`src/rtl/load_store_unit_pkg.sv`:
```
// Shared definitions for the load/store unit and the data-memory block:
// DMCtrl size/sign codes, FSM state encoding and small decode helpers.
package load_store_unit_pkg;

    typedef enum logic [2:0] {
        DM_B  = 3'b000,
        DM_H  = 3'b001,
        DM_W  = 3'b010,
        DM_BU = 3'b100,
        DM_HU = 3'b101
    } dmctrl_e;

    typedef enum logic [1:0] {
        ST_IDLE  = 2'd0,
        ST_ISSUE = 2'd1,
        ST_DRAIN = 2'd2,
        ST_RESP  = 2'd3
    } lsu_state_e;

    // Index of the last byte of an access (byte count minus one).
    function automatic logic [1:0] last_idx(input logic [2:0] ctrl);
        case (ctrl[1:0])
            2'b00:   return 2'd0;
            2'b01:   return 2'd1;
            default: return 2'd3;
        endcase
    endfunction

    // Unused codes, and sign-qualified codes on stores, are rejected.
    function automatic logic is_illegal(input logic we, input logic [2:0] ctrl);
        return (ctrl == 3'b011) || (ctrl == 3'b110) || (ctrl == 3'b111) ||
               (we && ctrl[2]);
    endfunction

endpackage

```
`src/rtl/load_store_unit_if.sv`:
```
// Bus bundle between core, load/store unit and byte-wide data memory.
// Signals:
//   req_valid/req_ready/req_we/req_ctrl/req_addr/req_wdata : core request
//   resp_valid/resp_rdata/resp_err                         : completion
//   mem_en/mem_we/mem_addr/mem_wbyte/mem_rbyte             : byte port
// Modports: slave = load/store unit side, master = core + memory side.
interface load_store_unit_if;
    logic        req_valid;
    logic        req_ready;
    logic        req_we;
    logic [2:0]  req_ctrl;
    logic [31:0] req_addr;
    logic [31:0] req_wdata;
    logic        resp_valid;
    logic [31:0] resp_rdata;
    logic        resp_err;
    logic        mem_en;
    logic        mem_we;
    logic [31:0] mem_addr;
    logic [7:0]  mem_wbyte;
    logic [7:0]  mem_rbyte;

    modport slave (
        input  req_valid, req_we, req_ctrl, req_addr, req_wdata, mem_rbyte,
        output req_ready, resp_valid, resp_rdata, resp_err,
               mem_en, mem_we, mem_addr, mem_wbyte
    );

    modport master (
        output req_valid, req_we, req_ctrl, req_addr, req_wdata, mem_rbyte,
        input  req_ready, resp_valid, resp_rdata, resp_err,
               mem_en, mem_we, mem_addr, mem_wbyte
    );
endinterface

```
`src/rtl/load_store_unit_load_extend.sv`:
```
// Combinational load-data extension.
// Ports:
//   i_ctrl : DMCtrl code of the load
//   i_raw  : assembled little-endian word (unused upper lanes don't matter)
//   o_data : sign/zero-extended result; W passes through unchanged
module load_extend
    import load_store_unit_pkg::*;
(
    input  logic [2:0]  i_ctrl,
    input  logic [31:0] i_raw,
    output logic [31:0] o_data
);

    always_comb begin
        o_data = i_raw;
        case (i_ctrl)
            DM_B:    o_data = {{24{i_raw[7]}}, i_raw[7:0]};
            DM_H:    o_data = {{16{i_raw[15]}}, i_raw[15:0]};
            DM_BU:   o_data = {24'd0, i_raw[7:0]};
            DM_HU:   o_data = {16'd0, i_raw[15:0]};
            default: o_data = i_raw;
        endcase
    end

endmodule

```
`src/rtl/load_store_unit.sv`:
```
// Byte-serial load/store unit: breaks a B/H/W access (any alignment) into
// consecutive byte-port accesses and returns an extended load word.
// Ports:
//   clk : rising-edge clock
//   rst : asynchronous active-high reset
//   bus : load_store_unit_if.slave (core request/response + byte port)
// Parameter MEM_LAT: mem_en to mem_rbyte latency; only 1 is supported.
//
// state | meaning
// IDLE  | req_ready high, waiting for an access
// ISSUE | one byte per cycle on the byte port, load bytes captured a cycle late
// DRAIN | capture the final load byte
// RESP  | one-cycle resp_valid pulse
module load_store_unit
    import load_store_unit_pkg::*;
#(
    parameter int MEM_LAT = 1
) (
    input logic               clk,
    input logic               rst,
    load_store_unit_if.slave  bus
);

    lsu_state_e  r_state;
    lsu_state_e  w_next;
    logic        r_we;
    logic [2:0]  r_ctrl;
    logic [31:0] r_addr;
    logic [31:0] r_wdata;
    logic [31:0] r_data;
    logic [1:0]  r_last;
    logic [1:0]  r_idx;
    logic        r_err;

    logic        w_illegal;
    logic        w_drain_done;
    logic [1:0]  w_lane_prev;
    logic [31:0] w_ext;

    assign w_illegal    = is_illegal(bus.req_we, bus.req_ctrl);
    assign w_drain_done = (r_idx == 2'(MEM_LAT - 1));
    // Byte read in the previous ISSUE cycle lands in the lane one behind.
    assign w_lane_prev  = r_idx - 2'd1;

    load_extend u_load_extend (
        .i_ctrl (r_ctrl),
        .i_raw  (r_data),
        .o_data (w_ext)
    );

    always_ff @(posedge clk or posedge rst) begin
        if (rst) r_state <= ST_IDLE;
        else     r_state <= w_next;
    end

    always_comb begin
        w_next = r_state;
        case (r_state)
            ST_IDLE:  if (bus.req_valid) w_next = w_illegal ? ST_RESP : ST_ISSUE;
            ST_ISSUE: if (r_idx == r_last) w_next = r_we ? ST_RESP : ST_DRAIN;
            ST_DRAIN: if (w_drain_done) w_next = ST_RESP;
            ST_RESP:  w_next = ST_IDLE;
            default:  w_next = ST_IDLE;
        endcase
    end

    always_ff @(posedge clk or posedge rst) begin
        if (rst) begin
            r_we    <= 1'b0;
            r_ctrl  <= 3'd0;
            r_addr  <= 32'd0;
            r_wdata <= 32'd0;
            r_data  <= 32'd0;
            r_last  <= 2'd0;
            r_idx   <= 2'd0;
            r_err   <= 1'b0;
        end else begin
            case (r_state)
                ST_IDLE: begin
                    if (bus.req_valid) begin
                        r_we    <= bus.req_we;
                        r_ctrl  <= bus.req_ctrl;
                        r_addr  <= bus.req_addr;
                        r_wdata <= bus.req_wdata;
                        r_data  <= 32'd0;
                        r_last  <= last_idx(bus.req_ctrl);
                        r_idx   <= 2'd0;
                        r_err   <= w_illegal;
                    end
                end
                ST_ISSUE: begin
                    if (!r_we && (r_idx != 2'd0))
                        r_data[{w_lane_prev, 3'b000} +: 8] <= bus.mem_rbyte;
                    // Restart the index so DRAIN can count its own cycles.
                    r_idx <= (r_idx == r_last) ? 2'd0 : r_idx + 2'd1;
                end
                ST_DRAIN: begin
                    r_data[{r_last, 3'b000} +: 8] <= bus.mem_rbyte;
                    r_idx <= r_idx + 2'd1;
                end
                default: ;
            endcase
        end
    end

    // All outputs decode from registered state so reset clears them at once.
    always_comb begin
        bus.req_ready  = (r_state == ST_IDLE);
        bus.resp_valid = (r_state == ST_RESP);
        bus.resp_err   = (r_state == ST_RESP) && r_err;
        bus.resp_rdata = ((r_state == ST_RESP) && !r_err && !r_we) ? w_ext : 32'd0;
        bus.mem_en     = (r_state == ST_ISSUE);
        bus.mem_we     = (r_state == ST_ISSUE) && r_we;
        bus.mem_addr   = (r_state == ST_ISSUE) ? r_addr + {30'd0, r_idx} : 32'd0;
        bus.mem_wbyte  = ((r_state == ST_ISSUE) && r_we) ?
                         r_wdata[{r_idx, 3'b000} +: 8] : 8'd0;
    end

endmodule

```
`src/flat_wrapper.sv`:
```
// flat-port wrapper written by rule: the top's interface ports become plain ports
module load_store_unit_flat import load_store_unit_pkg::*;
#(
    parameter int MEM_LAT = 1
)
  (clk, rst, bus_req_valid, bus_req_we, bus_req_ctrl, bus_req_addr, bus_req_wdata, bus_mem_rbyte, bus_req_ready, bus_resp_valid, bus_resp_rdata, bus_resp_err, bus_mem_en, bus_mem_we, bus_mem_addr, bus_mem_wbyte);
  load_store_unit_if bus_i ();
  input logic clk;
  input logic rst;
  input wire logic [$bits(bus_i.req_valid)-1:0] bus_req_valid;
  input wire logic [$bits(bus_i.req_we)-1:0] bus_req_we;
  input wire logic [$bits(bus_i.req_ctrl)-1:0] bus_req_ctrl;
  input wire logic [$bits(bus_i.req_addr)-1:0] bus_req_addr;
  input wire logic [$bits(bus_i.req_wdata)-1:0] bus_req_wdata;
  input wire logic [$bits(bus_i.mem_rbyte)-1:0] bus_mem_rbyte;
  output wire logic [$bits(bus_i.req_ready)-1:0] bus_req_ready;
  output wire logic [$bits(bus_i.resp_valid)-1:0] bus_resp_valid;
  output wire logic [$bits(bus_i.resp_rdata)-1:0] bus_resp_rdata;
  output wire logic [$bits(bus_i.resp_err)-1:0] bus_resp_err;
  output wire logic [$bits(bus_i.mem_en)-1:0] bus_mem_en;
  output wire logic [$bits(bus_i.mem_we)-1:0] bus_mem_we;
  output wire logic [$bits(bus_i.mem_addr)-1:0] bus_mem_addr;
  output wire logic [$bits(bus_i.mem_wbyte)-1:0] bus_mem_wbyte;
  assign bus_i.req_valid = bus_req_valid;
  assign bus_i.req_we = bus_req_we;
  assign bus_i.req_ctrl = bus_req_ctrl;
  assign bus_i.req_addr = bus_req_addr;
  assign bus_i.req_wdata = bus_req_wdata;
  assign bus_i.mem_rbyte = bus_mem_rbyte;
  assign bus_req_ready = bus_i.req_ready;
  assign bus_resp_valid = bus_i.resp_valid;
  assign bus_resp_rdata = bus_i.resp_rdata;
  assign bus_resp_err = bus_i.resp_err;
  assign bus_mem_en = bus_i.mem_en;
  assign bus_mem_we = bus_i.mem_we;
  assign bus_mem_addr = bus_i.mem_addr;
  assign bus_mem_wbyte = bus_i.mem_wbyte;
  load_store_unit #(.MEM_LAT(MEM_LAT)) u_core (.clk(clk), .rst(rst), .bus(bus_i));
endmodule
```
`config.mk`:
```
export PLATFORM = sky130hd
export DESIGN_NAME = load_store_unit_flat
export DESIGN_NICKNAME = d
export VERILOG_FILES = /design/src/rtl/load_store_unit_pkg.sv /design/src/rtl/load_store_unit_if.sv /design/src/rtl/load_store_unit_load_extend.sv /design/src/rtl/load_store_unit.sv /design/src/flat_wrapper.sv
export SDC_FILE = /design/constraint.sdc
export NUM_CORES = 1
export LEC_CHECK = 0
export ABC_CLOCK_PERIOD_IN_PS = 3400
export BUFFER_PORTS_ARGS = -buffer_cell sky130_fd_sc_hd__buf_4
export CORE_UTILIZATION = 50
export DETAILED_ROUTE_END_ITERATION = 8
export GPL_TIMING_DRIVEN = 0
export HOLD_SLACK_MARGIN = 0.12
export PLACE_DENSITY_LB_ADDON = 0.15
export SYNTH_ARGS = -nofsm -noshare
export SYNTH_HDL_FRONTEND = slang
export SYNTH_SLANG_ARGS = --single-unit
export TNS_END_PERCENT = 100
```
`constraint.sdc`:
```
create_clock -name clk -period 3.4 [get_ports clk]
set_input_delay 0.68 -clock clk [delete_from_list [all_inputs] [get_ports clk]]
set_output_delay 0.68 -clock clk [all_outputs]
set_load 0.03 [all_outputs]
```
==> results of run 1 <==
## worst max-delay path by stage
| stage | depth (start not counted) | startpoint | endpoint |
|---|---|---|---|
| 2_1_floorplan | 6 | u_core.r_idx[0]$_DFFE_PP0P_ | bus_mem_addr[18] |
| 3_3_place_gp | 7 | u_core.r_state[0]$_DFFE_PP0P_ | bus_resp_rdata[26] |
| 3_5_place_dp | 7 | u_core.r_state[0]$_DFFE_PP0P_ | bus_resp_rdata[26] |
| 4_1_cts | 7 | u_core.r_state[0]$_DFFE_PP0P_ | bus_resp_rdata[26] |
| 5_1_grt | 9 | u_core.r_idx[0]$_DFFE_PP0P_ | bus_mem_addr[28] |
| 6_report | 9 | u_core.r_idx[0]$_DFFE_PP0P_ | bus_mem_addr[28] |
## synth_stat cells, drive strengths merged (7+ instances only)
library cell and n:
a31oi 24, nand4 11, mux4 8, or4 8, nand2b 10, and4 7
mux2 68, or3 8, o311ai 7, dfrtp 107, xor2 9, nand2 43
clkbuf 42, and2 23, ha 17, a21oi 38, nor2 22, a22o 28
o21ai 42, nand3 11, o31ai 8, a2bb2oi 22, o41ai 9, inv 33
nor2b 37
## sequential cells by signal, indices dropped and copies added (netlist names)
register,cells
u_core.r_state,2
u_core.r_ctrl,3
u_core.r_wdata,32
u_core.r_addr,32
u_core.r_data,32
u_core.r_idx,2
u_core.r_we,1
u_core.r_err,1
u_core.r_last,2
## final cells by class
cell class	instances	area, um2
Tap cell	172	215
Clock inverter	6	58.8
Inverter	33	128
Fill cell	1045	4320
Clock buffer	10	229
Timing Repair Buffer	162	1240
Sequential cell	107	2680
Multi-Input combinational cell	493	3760
Buffer	48	199
## cells by family (layout without fill, tap and decap cells)
family	count (synthesis)	after routing
simple gates	194	194
compound gates	189	189
fa+ha+maj	18	18
mux	79	79
xor+xnor	13	13
flops	107	107
buf+inv	81	259
## power by group
group	total [mW]	switching, mW	internal (mW)	leakage [nW]
combinational	3.71	2.17	1.54	2.19
sequential	2.28	0.502	1.78	1.34
clock	1.03	0.517	0.516	0.143
total	7.02	3.19	3.83	3.67
## stage by stage
step                setup WS [ns]  instance area [um2]   TNS, ns  util, %
floorplan                   0.144                 6700         0        -
global placement           -0.196                 8080     -1.21     63.0
detailed placement         -0.339                 8120     -2.75     63.3
CTS                      -0.00541                 8470  -0.00541     66.1
global route               0.0284                 8510         0     66.3
finish                      0.132                 8510         0     66.3
## cell usage in the layout (no fill, tap or decap), types with 4 or more instances in the layout
cell type / count
buf_2: 5
a31oi_1: 24
o41ai_1: 6
o31ai_1: 8
dfrtp_1: 106
clkbuf_1: 41
inv_1: 32
xor2_1: 9
or4_1: 7
nor2b_1: 37
mux4_2: 8
or3_1: 7
mux2_2: 68
a21oi_1: 38
clkbuf_16: 9
nand2b_1: 10
nor2_1: 22
ha_1: 17
o21ai_0: 41
buf_4: 160
xnor2_1: 4
and4_1: 5
nand4_1: 10
nand2_1: 43
o311ai_0: 6
o22ai_1: 5
a22o_1: 28
nand3_1: 11
a2bb2oi_1: 22
and2_1: 22
## layer usage
layer | vias to the layer above | global-route usage (%) | share of wire, %
met4 | 0 | 9.29 | 2.6
met3 | 50 | 8.04 | 7.9
met5 | - | 0 | 0
met2 | 304 | 47.3 | 48
li1 | 2852 | - | -
met1 | 3044 | 36.2 | 41
## repair_timing
item                                    in CTS  in global routing
setup buffers                                3                  2
endpoints found under the setup margin      24                 28
gates resized for setup                     11                  6
pin swaps                                    1                  3
## worst register-to-register path: cells and delay by family, from the launching register on
family          cells  cell delay [ns]
simple gates        1             0.98
buf+inv             3             0.79
compound gates      3             0.49
flops               1             0.45
fa+ha+maj           1             0.32
==> flow_summary.ini, run 1 <==
[synthesis]
syn_area_um2 = 6690
synth_top_family_by_area = compound AO/OA/AOI/OAI gates
synthMuxAreaShare_pct = 14.6
ys_seq_area_share_pct = 40.0
synth-edff-count = 0
synth_top_area_share_pct = 40.0
syn_avg_cell_area_um2 = 9.83
synth_cell_types = 49
synth_fp_nets = 778
ys_warn_count = 0
synth_top_cells_by_area = dfrtp_1 40%, mux2_2 11%, a22o_1 3.7%
synthFlopType = dfrtp_1
yosysTopAreaCell = dfrtp_1
synth_fa_ha_area_share_pct = 3.48
synthXorXnorAreaFrac_pct = 1.70
synth_cells = 681
yosys_register_bits = 107
yosys.area_share.simple_pct = 16.6
synth_async_sr_flop_share_pct = 100
synth_compound_area_share_pct = 19.0

[timing]
whs_ns = 0.421
worst_pin_slew_ns = 1.11
hold_viol = 0
relSlewSlack_pct = 24.7
rsz0062_at_grt = no
drv_slew = 0
final.setup_skew_ns = 0.0103
clock.fmax_mhz = 306
min_period_over_period_pct = 96.1
setup_viol = 0
period_minus_slack_ns = 3.27

[floorplan]
die_w_um = 118
die_h_um = 118
coreArea_um2 = 12800
fp-row-count = 41
die_area_um2 = 13900
io_pins = 156
initial_core_util_pct = 52.2

[final_layout]
layout-drive-gt1-share_pct = 32.2
area_growth_pct = 27.1
layout.nets = 951
diodes = 0
fin_cells = 1031

[clock_tree]
cts_buffers = 9
clock_latency_ns = 0.36
htree_levels = 3
cts_buffer_depth = 2
clock_sinks = 107
ctsRootBufferMaster = clkbuf_16
clk_pin_slew_worst_paths_ns = 0.08
postCtsHoldBufs = 0
cts_tree = done

[global_route]
gr-total-overflow = 0
grt_max_degree = 41
grt_pass1_wl_mm = 31.6
grt_pass1_vias = 6226
grt_use_total_pct = 28.7
antenna_found_initial = 0

[critical_path]
r2r_start = u_core.r_last[0]$_DFFE_PP0P_
crit_arrival_ns = 2.59
r2r-end = u_core.r_data[29]$_DFFE_PP0P_
max_stage_delay_ns = 0.44
critPathLaunchType = register
cp_top_family = adder cells
crit_required_ns = 2.72
worstSetupEndpointType = output port
cp_common_cell = buf_4
critPathKind = reg2out
path_buf_inv = 3
cp_max_fo = 10
crit_slowest_cell = fa_1
r2r_slack_ns = 0.30
rr_worst_depth = 8
path_cells = ha_1, fa_1, and2_2, nand4_1, buf_4, buf_8, o311ai_0, o41ai_1, buf_4

[route]
drtIter0Drc = 650
ant_nets = 0
dr.pass1.iters = 5
totalWireLength_mm = 19.6
vias = 6250
drt-vias-per-instance = 6.06
wl_per_cell_um = 19.0
drc = 0

[power_and_ir_drop]
p_leak_nw = 3.67
p_per_area_nw_per_um2 = 826
ir_worst_vdd_mv = 0.496
power_mw = 7.02

[outcome]
status = complete, no violations

[job]
max_cap_viol_count = 0

[placed_design]
place_congestion = 0.939
dp_hpwl_mm = 14.4
portBuffers = 155
dp.cells = 1010

[min_path]
hold_path_class = in2async
Note: power is estimated with default switching activity, not from simulation.
==> run 2, diff against run 1 <==
--- a/config.mk
+++ b/config.mk
@@ -11,7 +11,7 @@
 export DETAILED_ROUTE_END_ITERATION = 8
 export GPL_TIMING_DRIVEN = 0
 export HOLD_SLACK_MARGIN = 0.12
-export PLACE_DENSITY_LB_ADDON = 0.15
+export PLACE_DENSITY = 0.8
 export SYNTH_ARGS = -nofsm -noshare
 export SYNTH_HDL_FRONTEND = slang
 export SYNTH_SLANG_ARGS = --single-unit
==> run 2 against run 1 <==
Against the previous run: first-iteration DRC count is 11% lower; critical path depth fell by 1; fmax decreased by 1.8%; via count shrank 1.0%; sequential share of layout area is 0.069 points lower; non-clock buffer count up 2; die area stayed put; final cell count grew 0.19%; flip-flop and latch count unchanged; combinational power is essentially flat.
==> flow_summary.ini, run 2 (same netlist as run 1, synthesis figures left out) <==
[timing]
hold_viol = 0
setup_viol = 0
min_period_over_period_pct = 97.9
worst_pin_slew_ns = 0.866
setup_tns_ns = 0
rsz0062_at_grt = no
relSlewSlack_pct = 42.2
drv_slew = 0
clock.fmax_mhz = 300
period_minus_slack_ns = 3.33
final.setup_skew_ns = 0.00643

[clock_tree]
ctsRootBufferMaster = clkbuf_16
clk_pin_slew_worst_paths_ns = 0.08
cts_buffer_depth = 2
htree_levels = 3
postCtsHoldBufs = 0
cts_buffers = 9
clock_sinks = 107
cts_tree = done
clock_latency_ns = 0.36

[floorplan]
fp-row-count = 41
coreArea_um2 = 12800
die_h_um = 118
initial_core_util_pct = 52.2
die_w_um = 118
io_pins = 156
die_area_um2 = 13900

[placed_design]
portBuffers = 155
dp_hpwl_mm = 14.4
dpl_cell_area_um2 = 8120
place_congestion = 0.905

[critical_path]
crit_arrival_ns = 2.65
critPathKind = reg2out
r2r_slack_ns = 0.37
cp_top_family = compound AO/OA/AOI/OAI gates
cp_max_fo = 7
path_buf_inv = 2
cp_common_cell = buf_4
worstSetupEndpointType = output port
crit_required_ns = 2.72
path_cells = ha_1, fa_1, and2_2, nand4_1, buf_4, o311ai_0, o41ai_2, buf_4
critPathLaunchType = register
crit_slowest_cell = dfrtp_2
max_stage_delay_ns = 0.46

[route]
drt-vias-per-instance = 5.99
totalWireLength_mm = 19.9
drtIter0Drc = 580
ant_nets = 0
vias = 6187
drc = 0
wl_per_cell_um = 19.3
dr.pass1.iters = 5

[final_layout]
fin_area_um2 = 8530
layout-drive-gt1-share_pct = 32.5
regArea_um2 = 2680
n_fill_cell = 1039
mostFrequentLayoutCell = buf_4
multi_input_area_um2 = 3760
layout.nets = 953
diodes = 0
area_growth_pct = 27.4
mostFrequentLayoutCells = 163 x buf_4, 106 x dfrtp_1, 68 x mux2_2, 43 x nand2_1
top_regs = u_core.r_addr x32, u_core.r_data x32, u_core.r_wdata x32

[power_and_ir_drop]
ir_worst_vdd_mv = 0.567
p_per_area_nw_per_um2 = 829
power_mw = 7.07
p_leak_nw = 3.68

[global_route]
grt_use_total_pct = 29.2
grt_pass1_vias = 6225
gr-total-overflow = 0
grt_max_degree = 40
antenna_found_initial = 0
grt_pass1_wl_mm = 32.2

[job]
max_cap_viol_count = 0

[min_path]
hold_path_class = in2async

[outcome]
status = complete, no violations
run 2: layout make-up:
class                           count  area share [%]
Buffer                             48            2.26
Clock inverter                      6           0.778
Inverter                           33            1.50
Timing Repair Buffer              164            14.7
Clock buffer                       10            2.69
Multi-Input combinational cell    493            44.1
Tap cell                          172            2.52
Sequential cell                   107            31.4
run 2: stage by stage:
| step | instances | hold WS (ns) | util, % | setup slack, ns |
|---|---|---|---|---|
| 2_1_floorplan | 681 | 0.458 | - | 0.144 |
| 3_3_place_gp | 1008 | 0.478 | 63.0 | -0.183 |
| 3_5_place_dp | 1010 | 0.474 | 63.3 | -0.249 |
| 4_1_cts | 1027 | 0.500 | 65.8 | 0.0252 |
| 5_1_grt | 1033 | 0.517 | 66.5 | 0.00349 |
| 6_report | 1033 | 0.486 | 66.5 | 0.0705 |
run 2: worst register-to-register path: cells and delay by family, from the launching register on:
family	cells	cell delay [ns]
DFF	1	0.48
AOI/OAI and AO/OA	2	0.42
buffers and inverters	3	1.01
and+or+nand+nor	2	0.77
adders and majority gates	1	0.27
run 2: routing by layer:
layer	part of all wire, %	GRT usage (%)
met1	42	36.9
met2	49	48.2
met3	5.7	5.96
met4	3.1	13.5
met5	0	0
run 2: timing repair:
item	CTS	global route
endpoints found under the setup margin	25	40
setup buffers	1	6
gates resized for setup	6	13
gates cloned	0	0
pin swaps	1	2
run 2: report_power, final:
group          switching [mW]  internal (mW)  leakage [nW]
Sequential              0.494           1.78          1.34
Combinational            2.18           1.55          2.20
Clock                   0.536          0.521         0.141
run 2: final timing paths:
kind / cells after the start / startpoint / endpoint
max in group asynchronous: 4 / rst / u_core.r_data[3]$_DFFE_PP0P_
min reg2reg: 1 / u_core.r_data[1]$_DFFE_PP0P_ / u_core.r_data[1]$_DFFE_PP0P_
max reg2reg: 8 / u_core.r_idx[1]$_DFFE_PP0P_ / u_core.r_data[2]$_DFFE_PP0P_
min in group clk: 1 / u_core.r_data[1]$_DFFE_PP0P_ / u_core.r_data[1]$_DFFE_PP0P_
max: 8 / u_core.r_idx[0]$_DFFE_PP0P_ / bus_mem_addr[20]
min: 2 / rst / u_core.r_wdata[9]$_DFFE_PP0P_
==> run 3, diff against run 2 <==
==> constraint.sdc (replaced) <==
create_clock -name clk -period 3.4 [get_ports clk]
set_input_delay 0.51 -clock clk [delete_from_list [all_inputs] [get_ports clk]]
set_output_delay 0.51 -clock clk [all_outputs]
set_load 0.03 [all_outputs]
==> run 3 against run 2 <==
Against the previous run: sequential power about the same; first-iteration DRC count down 14%; design area down 1.1%; wire length up 1.2%; clock skew about the same; highest routed layer unchanged; critical endpoint is now bus_mem_addr[28]; final cell count down 0.58%.
==> flow_summary.ini, run 3 (same netlist as run 1, synthesis figures left out) <==
[outcome]
status = complete, no violations

[job]
max_cap_viol_count = 0

[floorplan]
initial_core_util_pct = 52.2
fp-row-count = 41
die_area_um2 = 13900
die_w_um = 118
io_pins = 156
coreArea_um2 = 12800
die_h_um = 118

[clock_tree]
cts_tree = done
clk_pin_slew_worst_paths_ns = 0.08
htree_levels = 3
cts_buffer_depth = 2
clock_sinks = 107
cts_buffers = 9
ctsRootBufferMaster = clkbuf_16
clock_latency_ns = 0.37

[route]
dr.pass1.iters = 5
drc = 0
drtIter0Drc = 497
ant_nets = 0
totalWireLength_mm = 20.2
vias = 6265
wl_per_cell_um = 19.6
drt-vias-per-instance = 6.10

[final_layout]
mostFrequentLayoutCells = 157 x buf_4, 106 x dfrtp_1, 68 x mux2_2, 43 x nand2_1
fin_area_um2 = 8430
layout-drive-gt1-share_pct = 31.2
diodes = 0
n_fill_cell = 1074
top_regs = u_core.r_addr x32, u_core.r_data x32, u_core.r_wdata x32
area_growth_pct = 26.0
mostFrequentLayoutCell = buf_4
layout.nets = 947

[critical_path]
critPathKind = reg2out
critPathLaunchType = register
max_stage_delay_ns = 0.49
path_cells = ha_1, fa_1, and2_1, nand4_1, clkbuf_2, o311ai_0, o41ai_1, buf_4
cp_max_fo = 10
crit_arrival_ns = 2.75
crit_required_ns = 2.89
crit_slowest_cell = dfrtp_2
worstSetupEndpointType = output port

[global_route]
grt.met1_usage_pct = 37.8
antenna_found_initial = 0
gr-total-overflow = 0
busiest_layer = met2
met2_usage_pct = 48.5
grt_pass1_vias = 6272
groute.layer.met3.usage_pct = 6.54
grt_pass1_wl_mm = 32.5
grt_use_total_pct = 29.7
grt_max_degree = 67

[placed_design]
place_congestion = 0.889
dp_hpwl_mm = 14.5
portBuffers = 155
dpl_cell_area_um2 = 8100

[timing]
setup_viol = 0
worst_pin_slew_ns = 1.22
period_minus_slack_ns = 3.26
hold_viol = 0
drv_slew = 0
rsz0062_at_grt = no
min_period_over_period_pct = 95.8
relSlewSlack_pct = 17.9
clock.fmax_mhz = 307
final.setup_skew_ns = 0.00661

[power_and_ir_drop]
p_leak_nw = 3.63
power_mw = 7.05
p_per_area_nw_per_um2 = 836
ir_worst_vdd_mv = 0.487

[min_path]
hold_path_class = in2async
[run 3: cell types whose count changed in the layout (fill, tap and decap cells not counted), sizes merged]
| cell | change |
|---|---|
| clkinv | -1 |
| buf | -6 |
| inv | +2 |
| clkbuf | -1 |
[run 3: worst paths after layout]
kind                                              startpoint                        endpoint  slack (ns)  depth (start not counted)
worst max-delay path             u_core.r_idx[0]$_DFFE_PP0P_                bus_mem_addr[28]        0.14                          8
worst min-delay path                                     rst  u_core.r_wdata[25]$_DFFE_PP0P_        0.20                          2
worst max register to register  u_core.r_last[0]$_DFFE_PP0P_   u_core.r_data[31]$_DFFE_PP0P_        0.24                          8
worst min register to register  u_core.r_data[5]$_DFFE_PP0P_    u_core.r_data[5]$_DFFE_PP0P_        0.50                          1
max in group asynchronous                                rst    u_core.r_data[5]$_DFFE_PP0P_        2.47                          3
min in group clk                           bus_req_wdata[25]  u_core.r_wdata[25]$_DFFE_PP0P_        0.37                          2
[run 3: final cells by class]
type	instances	area [um2]	area share, %
plain buffers	48	188	2.23
multi-input cells	493	3720	44.2
inverters	33	126	1.50
repair buffers	158	1210	14.3
well taps	172	215	2.55
flip-flops and latches	107	2680	31.8
clock inverters	7	68.8	0.816
clock buffers	9	225	2.67
[run 3: report_power, final]
group	total (mW)	internal, mW	leakage (nW)	switching, mW
Combinational	3.69	1.52	2.16	2.18
Clock	1.07	0.518	0.138	0.555
Sequential	2.28	1.78	1.34	0.504
[run 3: metrics by stage]
stage	hold WS, ns	worst slack (ns)	TNS (ns)	instances	utilization (%)
3_5_place_dp	0.480	-0.189	-1.32	1009	63.2
5_1_grt	0.225	0.0155	0	1027	65.7
4_1_cts	0.211	0.131	0	1026	65.7
3_3_place_gp	0.477	-1.13	-120.20	1008	62.9
2_1_floorplan	0.458	0.0728	0	681	-
6_report	0.195	0.142	0	1027	65.7
[run 3: worst max-delay path: cells and delay by family, from the launching register on]
family / cells / cell delay (ns)
AOI/OAI and AO/OA: 2 / 0.28
adders and majority gates: 2 / 0.68
buffers and inverters: 2 / 0.52
DFF: 1 / 0.49
and+or+nand+nor: 2 / 0.40
[run 3: metal layers]
metal,vias up,part of all wire [%]
li1,2851,-
met1,3064,40
met2,298,49
met3,52,7.6
met4,0,3.1
met5,-,0
[run 3: timing repair]
| item | 4_1_cts | 5_1_grt |
|---|---|---|
| buffers inserted | 1 | 1 |
| resized for setup | 5 | 1 |
| pin swaps | 1 | 1 |
| hold buffers | 0 | 0 |
| endpoints found under the setup margin | 24 | 5 |
